File: config.mk
export PLATFORM = sky130hd
export DESIGN_NAME = pipe_stage_reg
export DESIGN_NICKNAME = d
export VERILOG_FILES = /design/src/rtl/pipe_pkg.sv /design/src/rtl/pipe_entry_reg.sv /design/src/rtl/pipe_stage_reg.sv
export SDC_FILE = /design/constraint.sdc
export NUM_CORES = 1
export LEC_CHECK = 0
export BUFFER_PORTS_ARGS = -buffer_cell sky130_fd_sc_hd__buf_2
export CAP_MARGIN = 20
export CORE_ASPECT_RATIO = 2
export CORE_MARGIN = 2
export CORE_UTILIZATION = 30
export CTS_CLUSTER_DIAMETER = 60
export DETAILED_ROUTE_END_ITERATION = 12
export SYNTH_ARGS = -nofsm -noshare
export SYNTH_HDL_FRONTEND = slang
export SYNTH_HIERARCHICAL = 1
export SYNTH_SLANG_ARGS = --single-unit
export TNS_END_PERCENT = 30
File: constraint.sdc
create_clock -name clk -period 3.7 [get_ports clk]
set_input_delay 0.185 -clock clk [delete_from_list [all_inputs] [get_ports clk]]
set_output_delay 0.185 -clock clk [all_outputs]
set_load 0.1 [all_outputs]
File: src/rtl/pipe_pkg.sv
// pipe_pkg: shared constants and types for the pipeline stage register slice.
//   - default width constants for stage payloads
//   - pipe_state_t occupancy encoding (EMPTY / ONE / TWO)
//   - MEM/WB control vector field indices
package pipe_pkg;

  localparam int unsigned DATA_W_DEF   = 32;
  localparam int unsigned NUM_DATA_DEF = 2;
  localparam int unsigned RD_W_DEF     = 5;
  localparam int unsigned CTRL_W_DEF   = 2;

  // MEM/WB control vector layout: {regwrite, memtoreg}
  localparam int unsigned CTRL_REGWRITE = 1;
  localparam int unsigned CTRL_MEMTOREG = 0;

  // Number of valid entries held by the stage
  typedef enum logic [1:0] {
    EMPTY = 2'd0,
    ONE   = 2'd1,
    TWO   = 2'd2
  } pipe_state_t;

endpackage : pipe_pkg

File: src/rtl/pipe_entry_reg.sv
// pipe_entry_reg: one storage entry (valid, ctrl, data, rd) of a pipeline stage.
// Ports:
//   clk, reset       clock; synchronous active-high reset clears everything
//   load             capture d_ctrl/d_data/d_rd and set valid
//   clear            drop the entry: valid and ctrl go to 0, data/rd hold
//   d_ctrl/d_data/d_rd  entry payload to load
//   q_valid/q_ctrl/q_data/q_rd  registered entry contents
// clear wins over load so a kill can never be overridden by a same-cycle load.
module pipe_entry_reg
  import pipe_pkg::*;
#(
  parameter int unsigned DATA_W   = DATA_W_DEF,
  parameter int unsigned NUM_DATA = NUM_DATA_DEF,
  parameter int unsigned RD_W     = RD_W_DEF,
  parameter int unsigned CTRL_W   = CTRL_W_DEF
) (
  input  logic                       clk,
  input  logic                       reset,
  input  logic                       load,
  input  logic                       clear,
  input  logic [CTRL_W-1:0]          d_ctrl,
  input  logic [NUM_DATA*DATA_W-1:0] d_data,
  input  logic [RD_W-1:0]            d_rd,
  output logic                       q_valid,
  output logic [CTRL_W-1:0]          q_ctrl,
  output logic [NUM_DATA*DATA_W-1:0] q_data,
  output logic [RD_W-1:0]            q_rd
);

  // Entry storage; ctrl is zeroed with valid so a bubble never carries enables
  always_ff @(posedge clk) begin
    if (reset) begin
      q_valid <= 1'b0;
      q_ctrl  <= '0;
      q_data  <= '0;
      q_rd    <= '0;
    end else if (clear) begin
      q_valid <= 1'b0;
      q_ctrl  <= '0;
    end else if (load) begin
      q_valid <= 1'b1;
      q_ctrl  <= d_ctrl;
      q_data  <= d_data;
      q_rd    <= d_rd;
    end
  end

endmodule : pipe_entry_reg

File: src/rtl/pipe_stage_reg.sv
// pipe_stage_reg: elastic pipeline stage register with valid/ready handshake,
// stall back-pressure and synchronous flush. Carries a control vector,
// NUM_DATA data words and a destination register index.
// Ports:
//   clk, reset                  clock; synchronous active-high reset
//   in_valid/in_ready           upstream handshake
//   in_ctrl/in_data/in_rd       upstream payload (word k at [k*DATA_W +: DATA_W])
//   flush                       synchronous kill of held and incoming entries
//   out_valid/out_ready         downstream handshake
//   out_ctrl/out_data/out_rd    held payload; out_ctrl is 0 while out_valid=0
// Build option PIPE_STAGE_SKID_EN: adds a skid entry so in_ready is a pure
// register output (no combinational path from out_ready). Without it the
// stage holds a single entry and in_ready = out_ready || !out_valid.
module pipe_stage_reg
  import pipe_pkg::*;
#(
  parameter int unsigned DATA_W   = DATA_W_DEF,
  parameter int unsigned NUM_DATA = NUM_DATA_DEF,
  parameter int unsigned RD_W     = RD_W_DEF,
  parameter int unsigned CTRL_W   = CTRL_W_DEF
) (
  input  logic                       clk,
  input  logic                       reset,
  input  logic                       in_valid,
  output logic                       in_ready,
  input  logic [CTRL_W-1:0]          in_ctrl,
  input  logic [NUM_DATA*DATA_W-1:0] in_data,
  input  logic [RD_W-1:0]            in_rd,
  input  logic                       flush,
  output logic                       out_valid,
  input  logic                       out_ready,
  output logic [CTRL_W-1:0]          out_ctrl,
  output logic [NUM_DATA*DATA_W-1:0] out_data,
  output logic [RD_W-1:0]            out_rd
);

  pipe_state_t state;
  pipe_state_t state_nxt;

  logic xfer_in;
  logic xfer_out;

  logic                       main_load;
  logic                       main_clear;
  logic                       main_valid;
  logic [CTRL_W-1:0]          main_d_ctrl;
  logic [NUM_DATA*DATA_W-1:0] main_d_data;
  logic [RD_W-1:0]            main_d_rd;

`ifdef PIPE_STAGE_SKID_EN
  logic                       main_sel_skid;
  logic                       skid_load;
  logic                       skid_clear;
  logic                       skid_valid;
  logic [CTRL_W-1:0]          skid_ctrl;
  logic [NUM_DATA*DATA_W-1:0] skid_data;
  logic [RD_W-1:0]            skid_rd;

  // Ready only depends on skid occupancy, which is a flop
  assign in_ready = !skid_valid;

  // Main refills from skid when draining TWO, otherwise from the input
  assign main_d_ctrl = main_sel_skid ? skid_ctrl : in_ctrl;
  assign main_d_data = main_sel_skid ? skid_data : in_data;
  assign main_d_rd   = main_sel_skid ? skid_rd   : in_rd;
`else
  // Single entry: accept when empty or when the held entry leaves this cycle
  assign in_ready = out_ready || !main_valid;

  assign main_d_ctrl = in_ctrl;
  assign main_d_data = in_data;
  assign main_d_rd   = in_rd;
`endif

  assign out_valid = main_valid;
  assign xfer_in   = in_valid && in_ready;
  assign xfer_out  = main_valid && out_ready;

  // Next occupancy and entry load/clear strobes
  always_comb begin
    state_nxt  = state;
    main_load  = 1'b0;
    main_clear = 1'b0;
`ifdef PIPE_STAGE_SKID_EN
    main_sel_skid = 1'b0;
    skid_load     = 1'b0;
    skid_clear    = 1'b0;
`endif
    if (flush) begin
      state_nxt  = EMPTY;
      main_clear = 1'b1;
`ifdef PIPE_STAGE_SKID_EN
      skid_clear = 1'b1;
`endif
    end else begin
      case (state)
        EMPTY: begin
          if (xfer_in) begin
            main_load = 1'b1;
            state_nxt = ONE;
          end
        end
        ONE: begin
          if (xfer_in && xfer_out) begin
            main_load = 1'b1;
          end else if (xfer_out) begin
            main_clear = 1'b1;
            state_nxt  = EMPTY;
          end
`ifdef PIPE_STAGE_SKID_EN
          else if (xfer_in) begin
            skid_load = 1'b1;
            state_nxt = TWO;
          end
`endif
        end
`ifdef PIPE_STAGE_SKID_EN
        TWO: begin
          if (xfer_out) begin
            main_load     = 1'b1;
            main_sel_skid = 1'b1;
            skid_clear    = 1'b1;
            state_nxt     = ONE;
          end
        end
`endif
        default: begin
          state_nxt  = EMPTY;
          main_clear = 1'b1;
        end
      endcase
    end
  end

  // Occupancy state register
  always_ff @(posedge clk) begin
    if (reset) begin
      state <= EMPTY;
    end else begin
      state <= state_nxt;
    end
  end

  // Main entry drives the stage outputs
  pipe_entry_reg #(
    .DATA_W   (DATA_W),
    .NUM_DATA (NUM_DATA),
    .RD_W     (RD_W),
    .CTRL_W   (CTRL_W)
  ) u_main (
    .clk     (clk),
    .reset   (reset),
    .load    (main_load),
    .clear   (main_clear),
    .d_ctrl  (main_d_ctrl),
    .d_data  (main_d_data),
    .d_rd    (main_d_rd),
    .q_valid (main_valid),
    .q_ctrl  (out_ctrl),
    .q_data  (out_data),
    .q_rd    (out_rd)
  );

`ifdef PIPE_STAGE_SKID_EN
  // Skid entry absorbs the one transfer accepted while downstream stalls
  pipe_entry_reg #(
    .DATA_W   (DATA_W),
    .NUM_DATA (NUM_DATA),
    .RD_W     (RD_W),
    .CTRL_W   (CTRL_W)
  ) u_skid (
    .clk     (clk),
    .reset   (reset),
    .load    (skid_load),
    .clear   (skid_clear),
    .d_ctrl  (in_ctrl),
    .d_data  (in_data),
    .d_rd    (in_rd),
    .q_valid (skid_valid),
    .q_ctrl  (skid_ctrl),
    .q_data  (skid_data),
    .q_rd    (skid_rd)
  );
`endif

endmodule : pipe_stage_reg

---- Yosys cells after proc, flatten, opt, wreduce, memory -nomap -nowiden ----
Cells that the tools add are included.
word-level totals
  bits in registers ....................... 74
  word-level logic and storage cells ...... 32
  input port bits ......................... 76
  output and inout port bits .............. 73
cells by class
  reductions and logical operators ........ 10
  bitwise operators ....................... 1
  multiplexer cells ....................... 12
  equal/unequal tests ..................... 4
operators by type and width
  operator            number
  $mux 1              6
  $mux 2              3
  $ne 2x2->1 const B  3
  $pmux 1 s2          2
  $pmux 2 s2          1
  $reduce_or 2->1     2
  $logic_and 1x1->1   3
  $reduce_and 3->1    1
  $eq 2x1->1 const B  1
  $logic_not 2->1     1
  $reduce_and 2->1    1
  $logic_not 1->1     1
  $logic_or 1x1->1    1
  $not 1->1           1

---- Longest topological paths before layout ----
Gate-level depths: netlist of run 1.
  depth in word-level cells ............... 9
  mapped depth ............................ 8
  mapped depth without buffers ............ 5

---- Modules after synthesis ----
Netlist of run 1, hierarchy kept.
by module, submodules not included
  module          area an instance (µm²)  cells each  times used  seq. area each (µm²)
  pipe_entry_reg  3291.9                  324         1           1441.4
  pipe_stage_reg  75.1                    9           1           20.0

---- Least setup slack after synthesis of run 1 ----
Ideal clock, no wire load.
  kind .................................... reg-to-reg
  start ................................... reg u_main.q_valid
  end ..................................... reg state[0]
  arrival ................................. 2249 ps
  data required time ...................... 3580 ps
  library setup time ...................... 120 ps
  stages on the path, launching flop included .. 4
  path buffers ............................ 0
  setup slack ............................. 1331 ps
  period minus slack after synthesis ...... 2369 ps
  cells stage by stage .................... dfxtp_1 > nand2b_1 > a21oi_1 > nor4_2
between the ends
  word-level cells in the longest chain between the ends .. 6
  elaborated cells between the ends (all ways) .. 9
  classes of those cells .................. eq/ne (3); reduce/logical (6)
RTL lines
  what                                   line                   source
  from (decl)                            pipe_entry_reg.sv:24   output logic q_valid,
  from (signal assigned)                 pipe_entry_reg.sv:33   q_valid <= 1'b0;
  from (signal assigned)                 pipe_entry_reg.sv:38   q_valid <= 1'b0;
  from (signal assigned)                 pipe_entry_reg.sv:41   q_valid <= 1'b1;
  $logic_not 1->1 (*)                    pipe_stage_reg.sv:68   assign in_ready = out_ready || !main_valid;
  $logic_or 1x1->1 (*)                   pipe_stage_reg.sv:68
  via in_ready                           pipe_stage_reg.sv:25   output logic in_ready,
  $logic_and 1x1->1 (*)                  pipe_stage_reg.sv:76   assign xfer_in = in_valid && in_ready;
  $logic_and 1x1->1                      pipe_stage_reg.sv:104  if (xfer_in && xfer_out) begin
  $ne 2x2->1 (no source line)            -
  $reduce_and 3->1 (no source line) (*)  -
  to (signal assigned)                   pipe_stage_reg.sv:140  state <= state_nxt;
  to (decl)                              pipe_stage_reg.sv:37   pipe_state_t state;
The timed path passes the listed nets; every way through them passes the cells marked *.
A chain may end at the register's enable or synchronous reset.

---- Worst setup path in the final report of run 1 ----
  start ................................... reg u_main.q_valid
  end ..................................... reg u_main.q_rd[3]
between the ends
  elaborated cells between the ends (all ways) .. 15
  classes of those cells .................. mux (8); bitwise (1); reduce/logical (6)
RTL lines
  what                                   line                   source
  $logic_not 1->1                        pipe_stage_reg.sv:68
  $logic_or 1x1->1                       pipe_stage_reg.sv:68
  $logic_and 1x1->1                      pipe_stage_reg.sv:76
  $logic_and 1x1->1                      pipe_stage_reg.sv:104
  $mux 1                                 pipe_stage_reg.sv:104
  $pmux 1 s2 (*)                         pipe_stage_reg.sv:96   case (state)
  $mux 1 (*)                             pipe_stage_reg.sv:89   if (flush) begin
  via main_load                          pipe_stage_reg.sv:43   logic main_load;
  $reduce_and 2->1 (no source line) (*)  -
  to (signal assigned)                   pipe_entry_reg.sv:44   q_rd <= d_rd;
  to (decl)                              pipe_entry_reg.sv:27   output logic [RD_W-1:0] q_rd
Marked as above.

==> key figures, run 1 <==
Outcome
  • Run status: complete, no violations

STA
  • RSZ-0062 raised after global routing: no
  • Minimum clock period: approximately 2.5 ns
  • Slew Viols, Final: 0
  • Worst Skew: between 0.007 and 0.008 ns
  • Setup violators final: 0
  • Share of the clock period used by the worst path after layout: between 60% and 70%
  • Setup TNS Final: 0 ns
  • Max-slew headroom: 51.8%
  • Worst-Margin Slew: 0.723 ns
  • Final hold vios: 0
  • Fmax: a little over 0.4 GHz

Global routing
  • Largest net degree at the start of global routing: 89
  • Total global-route track usage: 14.9%
  • Grt total ovfl: 0
  • Initial antenna violation count: 1
  • First-pass GRT wire length: 14.4 mm
  • Vias in the first global route: about 2900

Synth
  • Register area share after synthesis: 43.4%
  • Mapped cell area: 0.00337 sq mm
  • Syn. warnings: 6
  • Syn Area/Cell: between 10 and 15 sq um
  • Syn Nets: 409
  • Flops & latches, synth: 73
  • Number of library cell types mapped by synthesis: 23
  • Cells after Synth: 333

Finish
  • Fillers: 1149
  • Layout cells sized above 1: between 30% and 40%
  • Storage cell area: 0.00146 sq mm
  • Design area: 0.00450 sq mm
  • Final #Nets: 536
  • Area delta synth->final: 33.7%
  • Area of the multi-input gates: ~0.0017 sq mm
  • Finished Layout Cells: roughly 600

Setup path
  • Setup crit start kind: flop
  • CP Capture Type: flop
  • Critical path class: reg2reg
  • RR Startpoint: u_main/q_valid$_SDFFE_PP0P_
  • Req. time, crit path: 3.87 ns
  • Arrival time worst endpoint: ~2.7 ns
  • Crit Reg-Reg Endpoint: u_main/q_rd[3]$_SDFFE_PP0P_
  • R2r worst-path depth: 6
  • R2R Setup Slk: about 1.2 ns
  • CP Max Fanout: 69

Placement
  • Port buffer count: 148
  • DP Area: 0.00412 sq mm
  • Dpl cells: roughly 590
  • Gpl congestion: 0.729
  • Dpl hpwl: 5.92 mm

Power
  • Sw frac: 27.4%
  • Internal power: 1630 uW
  • Maximum vdd ir drop: about 0.28 mV
  • Comb pwr share: 16.8%
  • Total power: 2240 uW
  • NetSw: approximately 600 uW
  • Pwr Density: 498 mW/mm^2
  • Leak Pwr: roughly 0.0019 uW
  • Clock power frac: 46.3%
  • Flop pwr share: 36.9%

Floorplanning
  • Die Y: 154 um
  • Die ar.: 0.0121 sq mm
  • CORE AREA: 0.0109 sq mm
  • Chip width: 78.9 um
  • Row cnt: 54
  • Initial Util: a little under a third
  • IO Pins: 149

Hold path
  • Hold_sp: flush
  • Hold endpoint: state[0]$_SDFFE_PP0P_
  • Hold Path Cell Cnt: 2
  • Hold WC Path Type: in2reg

CTS
  • Root buf cell: clkbuf_16
  • CTS Sinks: 73
  • Clock Latency Late Sink: 0.33 ns
  • Total CTS buffers: 9
  • Max H-tree Level: 3
  • Clock buffer depth: 2
  • Setup bufs post-CTS: 0
  • # hold bufs at CTS: 0
  • Resized cells post-CTS: 0
  • Reg clk slew, reported paths: 0.05 ns
  • CTS tree: done

Routing
  • Total wire length: 9.05 mm
  • Initial drt markers: ~120
  • Initial DRT Pass Iterations: 4
  • Vias: ~2900
  • Final ANT Viol Nets: 0
  • DR DRC count: 0
  • Via density: around 4.8
  • Wire per inst: 14.9 um

Run
  • Max Cap Viol: 0
## sequential cells by signal (all words and copies together), names as in the netlist
name	flops
u_main/q_rd	5
u_main/q_ctrl	2
u_main/q_data	64
state	1
u_main/q_valid	1
## power groups by stage
| stage | sequential (uW) | combinational [uW] | clock (uW) |
|---|---|---|---|
| after floorplan | 1030 | 110 | 0 |
| after global placement | 844 | 374 | 0 |
| after detailed placement | 844 | 377 | 0 |
| after CTS | 828 | 378 | 1070 |
| after global routing | 830 | 396 | 1100 |
| final | 827 | 377 | 1040 |
## how the worst max path moves through the flow
stage	from	endpoint	cells past startpoint
after floorplan	u_main/q_valid$_SDFFE_PP0P_	state[0]$_SDFFE_PP0P_	3
after detailed placement	u_main/q_valid$_SDFFE_PP0P_	u_main/q_rd[3]$_SDFFE_PP0P_	6
after global routing	u_main/q_valid$_SDFFE_PP0P_	u_main/q_data[42]$_SDFFE_PP0P_	6
final	u_main/q_valid$_SDFFE_PP0P_	u_main/q_rd[3]$_SDFFE_PP0P_	6
after CTS	u_main/q_valid$_SDFFE_PP0P_	u_main/q_rd[3]$_SDFFE_PP0P_	6
after global placement	u_main/q_valid$_SDFFE_PP0P_	u_main/q_data[5]$_SDFFE_PP0P_	6
## cell usage after synthesis, drive strengths merged
master   count  area, sq um
nand2b      70          438
buf         12         95.1
mux2i        2         20.0
clkbuf      26          111
o21ai       70          388
dfxtp       73         1460
nand2        1         3.75
and3b        1         8.76
nand4bb     69          777
a21oi        1         5.00
nor3         3         15.0
nor2b        1         13.8
nor4         1         12.5
a21o         1         7.51
nor2         2         10.0
## worst max-delay path, stage by stage (launching register included)
cell and delay, ns:
dfxtp_1 0.38, nand2_1 0.10, o21ai_0 0.08, and3b_2 0.68
nor2b_4 0.26, buf_4 0.58, o21ai_0 0.21
## final cells by class
class	count	share of cell area, %
diodes	1	0.0556
clock buffers	12	5.92
clock inverters	4	2.17
multi-input cells	222	37.8
flip-flops and latches	73	32.5
well taps	140	3.89
repair buffers	154	17.7
## cell families after synthesis
| logic type | after synthesis | synth area share [%] |
|---|---|---|
| simple gates | 148 | 38.0 |
| flops | 73 | 43.4 |
| compound gates | 72 | 11.9 |
| buf+inv | 38 | 6.13 |
| mux | 2 | 0.595 |
## cell usage in the layout, fill, tap and decap left out, types with 2 or more instances in the layout
cell	count
nand4bb_1	69
clkbuf_8	3
o21ai_2	10
dfxtp_1	73
clkbuf_16	9
nand2b_1	70
mux2i_1	2
buf_4	5
o21ai_0	55
nor3_1	3
buf_2	148
bufinv_16	3
o21ai_1	5
## per-stage QoR
stage               util, %  hold slack (ns)  setup slack, ns
CTS                    40.9           0.0508             1.22
floorplan                 -            0.256             1.33
global route           41.1           0.0616             1.00
detailed placement     37.6            0.399             1.23
global placement       37.6            0.390             1.29
finish                 41.1           0.0693             1.21
## metal layers
metal / global-route usage (%) / routed length (um) / part of all wire (%) / vias up
li1: - / - / - / 1446
met1: 16.8 / 3610 / 40 / 1368
met2: 26.4 / 4790 / 53 / 93
met3: 2.64 / 406 / 4.5 / 12
met4: 7.64 / 242 / 2.7 / 0
met5: 0 / 0 / 0 / -
Power figures use the tool's default switching activity.
==> inputs of run 2 (changes only) <==
- clock period: 3.7 -> 2.29 ns (I/O delays scaled with it)
==> key figures, run 2 (synthesis results as in run 1) <==
Hold path
  • Hold_sp: flush
  • Hold WC Path Type: in2reg

Finish
  • Area delta synth->final: 33.7%
  • Most frequent cells in the layout: buf_2 (148), dfxtp_1 (73), nand2b_1 (69), nand4bb_1 (69), o21ai_0 (55)
  • Layout cells sized above 1: 40.3%
  • Top Registers: u_main/q_data: 64 flops, u_main/q_rd: 5 flops, u_main/q_ctrl: 2 flops
  • Commonest non-fill, non-tap cell in the layout: buf_2
  • Area of the multi-input gates: 0.00170 sq mm
  • Top reg by flops: u_main/q_data
  • Storage cell area: 0.00146 sq mm
  • Number of inserted diodes: 0
  • Design area: 0.00450 sq mm
  • Max reg flops: 64
  • Final #Nets: 540
  • Fillers: 1138

Global routing
  • Total global-route track usage: approximately 15%
  • Initial antenna violation count: 0
  • Largest net degree at the start of global routing: 83
  • Grt total ovfl: 0
  • First-pass GRT wire length: 14.1 mm
  • Vias in the first global route: about 2800

Setup path
  • CP max stage cell: dfxtp_1
  • Critical Path Start: u_main/q_valid$_SDFFE_PP0P_
  • Setup crit start kind: flop
  • Critical path class: reg2reg
  • Arrival time worst endpoint: around 1.9 ns
  • Req. time, crit path: 2.53 ns
  • RR Startpoint: u_main/q_valid$_SDFFE_PP0P_
  • CP max stage delay: 0.39 ns
  • CP Capture Type: flop
  • CP Max Fanout: 31
  • Worst-path cell chain: nand2_1 > nor2_2 > a21o_2 > nor2b_4 > buf_4 > o21ai_0

Power
  • Maximum vdd ir drop: 0.330 mV
  • Pwr Density: 772 mW/mm^2
  • Leak Pwr: 0.00188 uW

STA
  • RSZ-0062 raised after global routing: no
  • Share of the clock period used by the worst path after layout: around 74%
  • Final hold vios: 0
  • Slew Viols, Final: 0
  • Worst-Margin Slew: 0.573 ns
  • Minimum clock period: 1.68 ns
  • Fmax: 0.594 GHz
  • Setup violators final: 0
  • Max-slew headroom: 61.8%
  • Worst Skew: 0.00975 ns
  • Setup TNS Final: 0 ns
  • Setup WS post-layout: 0.605 ns

CTS
  • Reg clk slew, reported paths: 0.06 ns
  • Resized cells post-CTS: 0
  • Clock Latency Late Sink: 0.33 ns
  • CTS tree: done
  • Clock buffer depth: 2
  • Root buf cell: clkbuf_16
  • Setup bufs post-CTS: 0
  • CTS Sinks: 73
  • Max H-tree Level: 3
  • Total CTS buffers: 9
  • # hold bufs at CTS: 0

Routing
  • DR DRC count: 0
  • Via density: 4.75
  • Initial drt markers: 144
  • Wire per inst: 14.7 um
  • Initial DRT Pass Iterations: 4
  • Vias: roughly 2900
  • Final ANT Viol Nets: 0
  • Total wire length: around 8.9 mm

Floorplanning
  • Row cnt: 54
  • CORE AREA: 0.0109 sq mm
  • Chip width: 78.9 um
  • Die Y: 154 um
  • IO Pins: about 150
  • Die ar.: 0.0121 sq mm
  • Initial Util: 30.8%

Placement
  • Gpl congestion: 0.728
  • Place WS: just under 0.6 ns
  • Port buffer count: 148
  • Dpl hpwl: 6.28 mm
  • DP Area: 0.00417 sq mm

Run
  • Max Cap Viol: 0

Outcome
  • Run status: complete, no violations
## run 2: cell count changes in the layout (fill, tap and decap cells not counted), sizes merged
| cell | before | now |
|---|---|---|
| buf | 154 | 158 |
| bufinv | 3 | 2 |
| clkinvlp | 1 | 2 |
| diode | 1 | 0 |
## run 2: worst max-delay path, delay by kind of cell (launching register included)
family                 cells  cell delay (ns)
AND/OR/NAND/NOR            3             0.32
flip-flops                 1             0.39
AO/OA/AOI/OAI              2             0.62
buffers and inverters      1             0.24
## run 2: final timing paths
path	endpoint	slack [ns]	depth (start not counted)
worst max-delay path	u_main/q_data[18]$_SDFFE_PP0P_	0.61	6
worst max register to register	u_main/q_data[18]$_SDFFE_PP0P_	0.61	6
worst min register to register	u_main/q_data[48]$_SDFFE_PP0P_	0.46	2
worst min-delay path	state[0]$_SDFFE_PP0P_	0.01	2
## run 2: report_power, final
group / leakage [uW] / total (uW) / internal, uW / switching [uW]
clock: 0.000155 / 1530 / 1010 / 514
sequential: 0.000592 / 1340 / 1310 / 22.2
combinational: 0.00113 / 614 / 168 / 446
## run 2: metal layers
layer,vias to the layer above,GRT usage (%),part of all wire (%)
met4,0,6.08,2.0
li1,1455,-,-
met3,9,2.41,4.1
met2,84,26.6,54
met1,1344,16.7,40
met5,-,0,0
## run 2: final cells by class
type,count,area share [%]
Tap cell,140,3.89
Sequential cell,73,32.5
Timing Repair Buffer,158,18.4
Clock inverter,4,1.67
Clock buffer,12,5.70
Multi-Input combinational cell,222,37.9
## run 2: through the flow
| stage | utilization [%] | std cells | hold slack, ns | power, uW |
|---|---|---|---|---|
| 5_1_grt | 41.1 | 609 | 0.0119 | 3620 |
| 3_5_place_dp | 38.1 | 593 | 0.348 | 1980 |
| 4_1_cts | 41.1 | 609 | 0.00394 | 3530 |
| 2_1_floorplan | - | 333 | 0.186 | 1840 |
| 3_3_place_gp | 38.1 | 593 | 0.325 | 1970 |
| 6_report | 41.1 | 609 | 0.0147 | 3480 |
==> inputs of run 3 (changes only) <==
- ABC_AREA: default -> 1
- clock period: 2.29 -> 1.55 ns (I/O delays scaled with it)
==> key figures, run 3 <==
Synth
  • Asr flop ratio synth: 0%
  • Register area share after synthesis: 46.9%
  • Number of library cell types mapped by synthesis: 18
  • Top post-synthesis cells by area: dfxtp_1 (47%), nor2_1 (17%), nand3_1 (11%), nand2_1 (9.2%), inv_1 (8.6%)
  • Syn. warnings: 6
  • Primary FF master, synth: dfxtp_1
  • Cells after Synth: 472
  • Flops & latches, synth: 73
  • Syn Area/Cell: 6.60 sq um
  • Mapped cell area: roughly 0.0031 sq mm
  • Synth cell count leaders: nor2_1 (140), nand2_1 (76), dfxtp_1 (73), inv_1 (71), nand3_1 (70)
  • Most numerous cell in the Yosys netlist: nor2_1
  • Syn Nets: 548
  • Post-synth EDFFs: 0
  • Area share of the largest cell type after synthesis: 46.9%
  • Area leader, netlist: dfxtp_1

STA
  • Minimum clock period: 1.46 ns
  • Setup violators final: 0
  • Worst Skew: 0.00479 ns
  • Fmax: 0.684 GHz
  • Share of the clock period used by the worst path after layout: 94.3%
  • Max-slew headroom: 66.4%
  • Final hold vios: 0
  • Slew Viols, Final: 0
  • Setup TNS Final: 0 ns
  • Worst-Margin Slew: roughly 0.51 ns

CTS
  • Clock Latency Late Sink: between 0.3 and 0.4 ns
  • Max H-tree Level: 3
  • Root buf cell: clkbuf_16
  • CTS tree: done
  • Total CTS buffers: 9
  • Reg clk slew, reported paths: 0.05 ns
  • Clock buffer depth: 2
  • CTS Sinks: 73

Setup path
  • CP Depth: 10
  • Req. time, crit path: approximately 1.8 ns
  • R2r worst-path depth: 10
  • Crit Reg-Reg Endpoint: u_main/q_rd[3]$_SDFFE_PP0P_
  • CP Max Fanout: 9
  • Critical path class: reg2reg
  • Setup crit start kind: flop
  • Bufs and invs on worst path: 3
  • CP max stage cell: dfxtp_4
  • CP Capture Type: flop
  • RR Startpoint: u_main/q_valid$_SDFFE_PP0P_
  • R2R Setup Slk: 0.09 ns
  • Worst-path cell chain: nand2_1 > nand2_2 > nand2_2 > nor2_4 > inv_4 > nor2_4 > buf_4 > clkbuf_16 > nor2_1 > nor2_1
  • CP max stage delay: 0.38 ns
  • Arrival time worst endpoint: 1.73 ns
  • Critical path's top delay family: simple AND/OR/NAND/NOR gates

Floorplanning
  • Chip width: 76.0 um
  • CORE AREA: 0.0101 sq mm
  • Die ar.: 0.0113 sq mm
  • Initial Util: 30.9%
  • Row cnt: 52
  • Die Y: 148 um
  • IO Pins: 149

Power
  • Pwr Density: 1170 mW/mm^2
  • Maximum vdd ir drop: 0.604 mV
  • Leak Pwr: 0.00246 uW
  • Total power: between 5000 and 6000 uW

Placement
  • Port buffer count: 148
  • Gpl congestion: around 0.77
  • DP Area: 0.00403 sq mm
  • Dpl hpwl: 6.30 mm

Hold path
  • Hold endpoint: state[0]$_SDFFE_PP0P_
  • Hold Path Cell Cnt: 3
  • Hold_sp: flush
  • Hold WC Path Type: in2reg

Run
  • Max Cap Viol: 0

Finish
  • Design area: 0.00445 sq mm
  • Max reg flops: 64
  • Top reg by flops: u_main/q_data
  • Most frequent cells in the layout: buf_2 (148), nor2_1 (140), nand2_1 (75)
  • Commonest non-fill, non-tap cell in the layout: buf_2
  • Area delta synth->final: 42.7%
  • Top Registers: u_main/q_data: 64 flops, u_main/q_rd: 5 flops, u_main/q_ctrl: 2 flops
  • Storage cell area: between 0.001 and 0.0015 sq mm
  • Area of the multi-input gates: 0.00125 sq mm
  • Layout cells sized above 1: 30.2%
  • Final #Nets: 696
  • Fillers: 1096

Routing
  • Initial DRT Pass Iterations: 4
  • Final ANT Viol Nets: 0
  • Vias: 3304
  • Total wire length: between 9 and 10 mm
  • Via density: 4.34
  • Initial drt markers: 89
  • Wire per inst: 12.1 um
  • DR DRC count: 0

Global routing
  • Vias in the first global route: about 3100
  • Initial antenna violation count: 2
  • Largest net degree at the start of global routing: 52
  • Grt total ovfl: 0
  • Total global-route track usage: around 15%
  • First-pass GRT wire length: 13.8 mm

Outcome
  • Run status: complete, no violations
-- run 3: cell types whose count changed in the layout (fill, tap and decap cells not counted), sizes merged, moves of 3 or more --
| cell | change |
|---|---|
| inv | +74 |
| clkinv | +3 |
| o21ai | -69 |
| nor3 | -3 |
| nand2 | +78 |
| buf | +4 |
| nor2 | +140 |
| nand2b | -70 |
| nand4bb | -69 |
| clkbuf | +3 |
| nand3 | +70 |
-- run 3: final cells by class --
class                   instances  area share, %
flip-flops and latches         73           33.0
diodes                          2          0.113
clock inverters                 3          0.338
multi-input cells             296           28.2
inverters                      74           6.30
clock buffers                  13           5.85
repair buffers                166           22.4
well taps                     135           3.80
-- run 3: what timing repair did --
item,CTS,global route
setup endpoints to repair,0,58
buffers inserted,0,5
gates resized for setup,0,5
hold buffers,2,0
endpoints found under the hold margin,2,0
-- run 3: metal layers --
layer | up-vias | global-route usage, % | routed length [um]
met1 | 1483 | 14.6 | 3380
met5 | - | 0 | 0
met4 | 0 | 9.45 | 321
li1 | 1696 | - | -
met3 | 23 | 4.07 | 479
met2 | 102 | 29.1 | 5060
-- run 3: worst min-delay path, delay by kind of cell --
family | cells | cell delay (ns)
AND/OR/NAND/NOR | 1 | 0.11
AO/OA/AOI/OAI | 1 | 0.03
buffers and inverters | 1 | 0.09
-- run 3: stage by stage --
step | worst slack (ns) | hold WS (ns) | util (%) | std cells
global route | -0.00305 | 0.0274 | 44.1 | 762
detailed placement | 0.0448 | 0.334 | 40.0 | 734
global placement | 0.0823 | 0.331 | 40.0 | 734
finish | 0.0884 | 0.0268 | 44.1 | 762
floorplan | -0.104 | 0.209 | - | 472
CTS | 0.0381 | 0.0192 | 42.9 | 752
-- run 3: cell families (layout without fill, tap and decap cells) --
group,Yosys count,after routing,synth area share (%)
buffers and inverters,103,256,13.7
AND/OR/NAND/NOR,292,292,38.7
flip-flops,73,73,46.9
other,0,2,0
AO/OA/AOI/OAI,4,4,0.763
-- run 3: where the power goes --
| part | internal [uW] | switching [uW] |
|---|---|---|
| clock network | 1160 | 748 |
| registers | 1970 | 50.7 |
| logic | 293 | 995 |
| total | 3430 | 1790 |
-- run 3: how the worst max path moves through the flow --
stage | startpoint | to | slack [ns]
after floorplan | u_main/q_valid$_SDFFE_PP0P_ | u_main/q_data[51]$_SDFFE_PP0P_ | -0.10
after global placement | u_main/q_valid$_SDFFE_PP0P_ | u_main/q_data[1]$_SDFFE_PP0P_ | 0.08
after detailed placement | u_main/q_valid$_SDFFE_PP0P_ | u_main/q_rd[2]$_SDFFE_PP0P_ | 0.04
after CTS | u_main/q_valid$_SDFFE_PP0P_ | u_main/q_data[8]$_SDFFE_PP0P_ | 0.04
after global routing | u_main/q_valid$_SDFFE_PP0P_ | u_main/q_data[1]$_SDFFE_PP0P_ | -0.003
final | u_main/q_valid$_SDFFE_PP0P_ | u_main/q_rd[3]$_SDFFE_PP0P_ | 0.09
